<file path="config.mk">
export PLATFORM = sky130hd
export DESIGN_NAME = store_ctrl_flat
export DESIGN_NICKNAME = d
export VERILOG_FILES = /design/src/rtl/store_ctrl_if.sv /design/src/rtl/store_ctrl.sv /design/src/flat_wrapper.sv
export SDC_FILE = /design/constraint.sdc
export NUM_CORES = 1
export LEC_CHECK = 0
export BUFFER_PORTS_ARGS = -buffer_cell sky130_fd_sc_hd__buf_2
export CAP_MARGIN = 20
export CORE_UTILIZATION = 50
export DETAILED_ROUTE_END_ITERATION = 8
export PLACE_DENSITY = 0.81
export SKIP_LAST_GASP = 1
export SYNTH_ARGS = -nofsm -noshare
export SYNTH_HDL_FRONTEND = slang
export SYNTH_SLANG_ARGS = --single-unit
</file>
<file path="constraint.sdc">
create_clock -name clk -period 6.5 [get_ports clk]
set_input_delay 0.325 -clock clk [delete_from_list [all_inputs] [get_ports clk]]
set_output_delay 0.325 -clock clk [all_outputs]
set_load 0.1 [all_outputs]
</file>
<file path="src/rtl/store_ctrl_if.sv">
`default_nettype none
// ============================================================
// Module   : store_ctrl_if
// Desc     : Store request and data-memory write-port bundle
// Revision : 1.0
// ============================================================
interface store_ctrl_if;
  logic        st_valid_i;
  logic        st_ready_o;
  logic [2:0]  st_funct3_i;
  logic [31:0] st_addr_i;
  logic [31:0] st_data_i;
  logic        mem_we_o;
  logic [31:0] mem_addr_o;
  logic [31:0] mem_wdata_o;
  logic [3:0]  mem_be_o;
  logic        mem_ack_i;
  logic        busy_o;
  logic        misalign_o;

  modport slave (
    input  st_valid_i, st_funct3_i, st_addr_i, st_data_i, mem_ack_i,
    output st_ready_o, mem_we_o, mem_addr_o, mem_wdata_o, mem_be_o,
           busy_o, misalign_o
  );

  modport master (
    output st_valid_i, st_funct3_i, st_addr_i, st_data_i, mem_ack_i,
    input  st_ready_o, mem_we_o, mem_addr_o, mem_wdata_o, mem_be_o,
           busy_o, misalign_o
  );
endinterface
`default_nettype wire

</file>
<file path="src/rtl/store_ctrl.sv">
`default_nettype none
// ============================================================
// Module   : store_ctrl
// Desc     : Store queue + byte-lane write-beat sequencer
// Options  : STORE_SPLIT_EN splits word-crossing stores in two beats
// Revision : 1.0
// ============================================================
module store_ctrl #(
  parameter int DEPTH = 2
) (
  input logic         clk,
  input logic         reset,
  store_ctrl_if.slave bus
);
  localparam int AW = $clog2(DEPTH);

  localparam logic [1:0] S_IDLE  = 2'd0;
  localparam logic [1:0] S_BEAT0 = 2'd1;
  localparam logic [1:0] S_BEAT1 = 2'd2;

  logic [1:0]    state, state_nxt;
  logic [AW:0]   wr_ptr, rd_ptr, wr_ptr_nxt, rd_ptr_nxt;
  logic [AW-1:0] head;
  logic          full, empty, accept, legal, enq, pop, split_head;
  logic [1:0]    off;
  logic [3:0]    mask;
  logic [31:0]   data_m;
  logic [3:0]    be0_in;
  logic [31:0]   wd0_in;

  logic [29:0]   q_waddr [DEPTH];
  logic [3:0]    q_be0   [DEPTH];
  logic [31:0]   q_wd0   [DEPTH];

  assign off    = bus.st_addr_i[1:0];
  assign legal  = (bus.st_funct3_i[2] == 1'b0) && (bus.st_funct3_i[1:0] != 2'b11);
  assign empty  = (wr_ptr == rd_ptr);
  assign full   = (wr_ptr[AW] != rd_ptr[AW]) && (wr_ptr[AW-1:0] == rd_ptr[AW-1:0]);
  assign accept = bus.st_valid_i & ~full;
  assign head   = rd_ptr[AW-1:0];

  assign bus.st_ready_o = ~full;
  assign bus.mem_we_o   = (state != S_IDLE);
  assign bus.busy_o     = ~empty | (state != S_IDLE);

  always_comb begin
    mask   = 4'b0000;
    data_m = 32'h0;
    case (bus.st_funct3_i)
      3'b000:  begin mask = 4'b0001; data_m = {24'h0, bus.st_data_i[7:0]};  end
      3'b001:  begin mask = 4'b0011; data_m = {16'h0, bus.st_data_i[15:0]}; end
      3'b010:  begin mask = 4'b1111; data_m = bus.st_data_i;                end
      default: ;
    endcase
  end

`ifdef STORE_SPLIT_EN
  logic [7:0]  lanes;
  logic [63:0] dshift;
  logic        q_split [DEPTH];
  logic [3:0]  q_be1   [DEPTH];
  logic [31:0] q_wd1   [DEPTH];

  assign lanes          = {4'b0000, mask} << off;
  assign dshift         = {32'h0, data_m} << {off, 3'b000};
  assign be0_in         = lanes[3:0];
  assign wd0_in         = dshift[31:0];
  assign enq            = accept & legal;
  assign split_head     = q_split[head];
  assign bus.misalign_o = 1'b0;

  always_ff @(posedge clk) begin
    if (enq) begin
      q_split[wr_ptr[AW-1:0]] <= |lanes[7:4];
      q_be1[wr_ptr[AW-1:0]]   <= lanes[7:4];
      q_wd1[wr_ptr[AW-1:0]]   <= dshift[63:32];
    end
  end
`else
  logic misaligned, misalign_q;

  // Without splitting, any store that would reach past its word is refused.
  assign misaligned     = ((bus.st_funct3_i == 3'b001) && bus.st_addr_i[0]) ||
                          ((bus.st_funct3_i == 3'b010) && (off != 2'b00));
  assign be0_in         = mask << off;
  assign wd0_in         = data_m << {off, 3'b000};
  assign enq            = accept & legal & ~misaligned;
  assign split_head     = 1'b0;
  assign bus.misalign_o = misalign_q;

  always_ff @(posedge clk) begin
    if (reset) misalign_q <= 1'b0;
    else       misalign_q <= accept & legal & misaligned;
  end
`endif

  assign pop = bus.mem_ack_i &
               (((state == S_BEAT0) & ~split_head) | (state == S_BEAT1));

  assign wr_ptr_nxt = wr_ptr + {{AW{1'b0}}, enq};
  assign rd_ptr_nxt = rd_ptr + {{AW{1'b0}}, pop};

  always_ff @(posedge clk) begin
    if (enq) begin
      q_waddr[wr_ptr[AW-1:0]] <= bus.st_addr_i[31:2];
      q_be0[wr_ptr[AW-1:0]]   <= be0_in;
      q_wd0[wr_ptr[AW-1:0]]   <= wd0_in;
    end
  end

  always_comb begin
    state_nxt = state;
    case (state)
      S_IDLE:  if (!empty) state_nxt = S_BEAT0;
      S_BEAT0: if (bus.mem_ack_i) begin
        if (split_head) state_nxt = S_BEAT1;
        else            state_nxt = (wr_ptr_nxt != rd_ptr_nxt) ? S_BEAT0 : S_IDLE;
      end
      S_BEAT1: if (bus.mem_ack_i)
        state_nxt = (wr_ptr_nxt != rd_ptr_nxt) ? S_BEAT0 : S_IDLE;
      default: state_nxt = S_IDLE;
    endcase
  end

  always_ff @(posedge clk) begin
    if (reset) begin
      state  <= S_IDLE;
      wr_ptr <= '0;
      rd_ptr <= '0;
    end else begin
      state  <= state_nxt;
      wr_ptr <= wr_ptr_nxt;
      rd_ptr <= rd_ptr_nxt;
    end
  end

  // Beat fields come straight from the head entry, so they hold while ack is low.
  always_comb begin
    bus.mem_addr_o  = 32'h0;
    bus.mem_be_o    = 4'b0000;
    bus.mem_wdata_o = 32'h0;
    case (state)
      S_BEAT0: begin
        bus.mem_addr_o  = {q_waddr[head], 2'b00};
        bus.mem_be_o    = q_be0[head];
        bus.mem_wdata_o = q_wd0[head];
      end
`ifdef STORE_SPLIT_EN
      S_BEAT1: begin
        bus.mem_addr_o  = {q_waddr[head] + 30'd1, 2'b00};
        bus.mem_be_o    = q_be1[head];
        bus.mem_wdata_o = q_wd1[head];
      end
`endif
      default: ;
    endcase
  end
endmodule
`default_nettype wire

</file>
<file path="src/flat_wrapper.sv">
// flat-port wrapper written by rule: the top's interface ports become plain ports
module store_ctrl_flat 
#(
  parameter int DEPTH = 2
)
  (clk, reset, bus_st_valid_i, bus_st_funct3_i, bus_st_addr_i, bus_st_data_i, bus_mem_ack_i, bus_st_ready_o, bus_mem_we_o, bus_mem_addr_o, bus_mem_wdata_o, bus_mem_be_o, bus_busy_o, bus_misalign_o);
  store_ctrl_if bus_i ();
  input logic clk;
  input logic reset;
  input wire logic [$bits(bus_i.st_valid_i)-1:0] bus_st_valid_i;
  input wire logic [$bits(bus_i.st_funct3_i)-1:0] bus_st_funct3_i;
  input wire logic [$bits(bus_i.st_addr_i)-1:0] bus_st_addr_i;
  input wire logic [$bits(bus_i.st_data_i)-1:0] bus_st_data_i;
  input wire logic [$bits(bus_i.mem_ack_i)-1:0] bus_mem_ack_i;
  output wire logic [$bits(bus_i.st_ready_o)-1:0] bus_st_ready_o;
  output wire logic [$bits(bus_i.mem_we_o)-1:0] bus_mem_we_o;
  output wire logic [$bits(bus_i.mem_addr_o)-1:0] bus_mem_addr_o;
  output wire logic [$bits(bus_i.mem_wdata_o)-1:0] bus_mem_wdata_o;
  output wire logic [$bits(bus_i.mem_be_o)-1:0] bus_mem_be_o;
  output wire logic [$bits(bus_i.busy_o)-1:0] bus_busy_o;
  output wire logic [$bits(bus_i.misalign_o)-1:0] bus_misalign_o;
  assign bus_i.st_valid_i = bus_st_valid_i;
  assign bus_i.st_funct3_i = bus_st_funct3_i;
  assign bus_i.st_addr_i = bus_st_addr_i;
  assign bus_i.st_data_i = bus_st_data_i;
  assign bus_i.mem_ack_i = bus_mem_ack_i;
  assign bus_st_ready_o = bus_i.st_ready_o;
  assign bus_mem_we_o = bus_i.mem_we_o;
  assign bus_mem_addr_o = bus_i.mem_addr_o;
  assign bus_mem_wdata_o = bus_i.mem_wdata_o;
  assign bus_mem_be_o = bus_i.mem_be_o;
  assign bus_busy_o = bus_i.busy_o;
  assign bus_misalign_o = bus_i.misalign_o;
  store_ctrl #(.DEPTH(DEPTH)) u_core (.clk(clk), .reset(reset), .bus(bus_i));
endmodule
</file>
==> summary.md <==
| Metric | Value |
|---|---|
| Status | `finished clean` |
| Critical path class | `input pin to register` |
| R2R Path End | `u_core.q_wd0[0][31]` |
| WL/cell | `17.64 um` |
| Clock skew | `0.008414 ns` |
| Simple-Gate Fraction of Synth Area | `0.1092` |
| Synth Area in Adders | `0.006042` |
| Logic pwr share | `0.246` |
| Pint | `1.701 mW` |
| Hold slack | `0.1010 ns` |
| Post-synth top area cell | `edfxtp_1` |
| Worst slew pin tran | `0.9565 ns` |
| Flop pwr share | `0.397` |
| FF-to-FF Start | `u_core.wr_ptr[0]` |
| Drt pass-1 iters | `4` |
| CP Cell Sequence | `buf_2 > and3b_1 > o21bai_4 > a21oi_2 > ha_2 > buf_4` |
| Ant diodes | `0` |
| Final wirelength | `12.95 mm` |
| Nets | `627` |
| Largest cells by area after synthesis | `edfxtp_1, mux2i_1, nor2b_1, dfxtp_1, a22o_1` |
| Gr usage total | `0.2127` |
| H-tree Lvls | `4` |
| Die Y | `113.5 um` |
| CTS Root Cell | `clkbuf_16` |
| Synth Cell Area | `6212 um^2` |
| Slowest stage delay, CP | `0.68 ns` |
| Post-synth cell types | `39` |
| Hold Crit Depth | `1` |
| Share of post-route cells with drive strength above 1 | `0.3286` |
| Clock share of power | `0.357` |
| Synth Instances | `415` |
| CP Buf/Inv Count | `2` |
| Register area share after synthesis | `0.6574` |
| Synth warnings | `0` |
| CP top delay family | `buffers and inverters` |
| Detail Route Antenna Nets | `0` |
| Net Switching | `0.8470 mW` |
| Vias in the first global route | `3859` |
| Net Sw Frac | `0.3324` |
| Setup ws final | `3.661 ns` |
| DR vias | `3861` |
| Initial antenna violation count | `0` |
| Top achievable clock speed | `352.3 MHz` |
| Core area | `12060 um^2` |
| Max-slew violation count | `0` |
| Layout Cells excl Fill | `734` |
| Row cnt | `40` |
| Syn-to-layout area delta | `22.50%` |
| Startpoint types | `input pin` |
| Share of the synthesized area in the top cell type | `0.6381` |
| Clk sinks | `138` |
| Final hold violations | `0` |
| Post-synthesis area per instance | `14.97 um^2` |
| GPL Wtd Cong | `0.8074` |
| GR Overflow Total | `0` |
| Reg2Reg Depth | `5` |
| Post-CTS Setup Inserts | `0` |
| Fraction of the mapped netlist area in compound gates | `0.05660` |
| Leak pwr | `2.929 nW` |
| Largest net degree at the start of global routing | `70` |
| Min-delay src | `bus_st_addr_i[31]` |
| Placed Cells incl. Taps | `700` |
| Ys async rst share | `0` |
| Worst-path clk slew | `0.05 ns` |
| Post-DP HPWL | `8.656 mm` |
| Crit path DAT | `2.88 ns` |
| Period utilization | `0.4367` |
| CP required | `6.55 ns` |
| Setup violators final | `0` |
| Number of synthesized flops with an enable pin | `132` |
| Relative max-transition margin | `0.3624` |
| Min-delay worst type | `input pin to register` |
| Layout fillers | `919` |
| PortBufs | `140` |
| Reg2reg setup slack | `3.73 ns` |
| Most common cell in the synthesized netlist | `edfxtp_1` |
| CP max-delay cell | `ha_2` |
| Mux contribution to synthesized area | `0.1321` |
| Starting DRT DRC Count | `289` |
| CTS buffer count | `17` |
| RSZ-0062 raised after global routing | `false` |
| Maximum buffer depth of the clock tree | `2` |
| Residual DRC | `0` |
| Final Critical Period | `2.839 ns` |
| Clk_lat worst skew | `0.41 ns` |
| Combinational family with the most area after synthesis | `multiplexers` |
| Post-Route Setup TNS | `0 ns` |
| Top Ports | `143` |
| Hold Buf Count CTS | `0` |
| Ys flop type | `edfxtp_1` |
| Max-Cap Viols | `0` |
| Post-cts sizing count | `0` |
| Yosys reg bits | `138` |
| Die ar. | `12870 um^2` |
| Die width | `113.5 um` |
| Synth cell count leaders | `edfxtp_1, mux2i_1, nor2b_1` |
| Vias per cell | `5.260` |
| Worst slack, placed | `3.236 ns` |
| Max VDD drop | `204.2 uV` |
| CP Capture Type | `register` |
| First-pass GRT wire length | `20.26 mm` |
| Initial cell density of the core | `0.5150` |
| TritonCTS clock tree | `done` |
| Max FO, Critical Path | `39` |
| Hold path endpoint | `u_core.q_waddr[0][29]` |
| Post-synthesis xor/xnor area fraction | `0.009869` |
| P per Cell Area | `334.8 nW/um^2` |
-- worst reg2reg max path: cells and delay by family, from the launching register on --
kind / cells / cell delay, ns
flip-flops: 1 / 0.41
XOR/XNOR: 1 / 0.25
AO/OA/AOI/OAI: 2 / 0.45
buffers and inverters: 1 / 0.58
adder cells (fa/ha/maj): 1 / 0.68
-- power groups by stage --
stage	logic, mW	clock network, mW	registers [mW]
3_5_place_dp	0.604	0	1.05
3_3_place_gp	0.597	0	1.05
4_1_cts	0.605	0.927	1.03
5_1_grt	0.656	0.963	1.01
6_report	0.627	0.909	1.01
2_1_floorplan	0.507	0	1.04
-- logic make-up (layout without fill, tap and decap cells) --
group,after synthesis,after routing
simple gates,111,111
xor+xnor,7,7
other cells,1,2
compound gates,43,43
buf+inv,30,180
mux,82,82
fa+ha+maj,3,3
flops,138,138
-- flip-flops by register name, indices dropped and copies added (netlist names) --
name	count
u_core.wr_ptr	2
u_core.rd_ptr	2
u_core.q_waddr	60
u_core.bus.misalign_o	1
u_core.q_be0	8
u_core.q_wd0	64
u_core.state	1
-- area by class of cell --
cell class | count | area (um^2) | share of cell area
clock buffer | 19 | 432.9 | 0.05689
clock inverter | 13 | 127.6 | 0.01677
inverter | 4 | 15.01 | 0.001973
multi-input combinational | 248 | 1972 | 0.2591
sequential | 138 | 4089 | 0.5373
tap | 168 | 210.2 | 0.02762
timing repair buffer | 144 | 763.2 | 0.1003
-- through the flow --
stage,power (mW),util,cell area [um^2]
after floorplan,1.545,-,6216
after global placement,1.642,0.5805,7002
after detailed placement,1.652,0.5805,7002
after CTS,2.563,0.6270,7562
after global routing,2.632,0.6309,7610
final,2.548,0.6309,7610
-- worst max path at each step --
stage | cells past startpoint | endpoint | from | slack, ns
4_1_cts | 4 | bus_mem_wdata_o[28] | u_core.rd_ptr[0] | 3.60
3_3_place_gp | 6 | u_core.q_wd0[0][24] | bus_st_addr_i[0] | 3.36
6_report | 6 | u_core.q_wd0[0][31] | bus_st_addr_i[0] | 3.66
5_1_grt | 6 | u_core.q_wd0[0][26] | bus_st_addr_i[0] | 3.47
3_5_place_dp | 6 | u_core.q_wd0[0][25] | bus_st_addr_i[0] | 3.24
2_1_floorplan | 8 | u_core.state[0] | bus_st_addr_i[0] | 3.05
-- cells in the final DEF, fill, tap and decap left out, types with 3 or more instances in the layout --
cell	count
a22o_1	8
nor2b_1	75
a22oi_1	7
xor2_1	3
inv_1	4
edfxtp_1	132
clkinvlp_4	3
xnor2_1	4
nand2b_1	3
clkinv_2	4
dfxtp_1	4
o22ai_1	7
mux2i_1	82
o2bb2ai_1	8
buf_2	140
and3_1	8
clkbuf_16	17
nor2_1	13
-- layer usage --
metal,share of wire,wire [um],vias up,GRT usage
met4,0.021,266,0,0.08684
met2,0.48,6258,160,0.3358
li1,-,-,1825,-
met1,0.44,5651,1858,0.2769
met3,0.059,770,18,0.06270
met5,0,0,-,0
No activity file was read; power rests on OpenSTA's default activity.
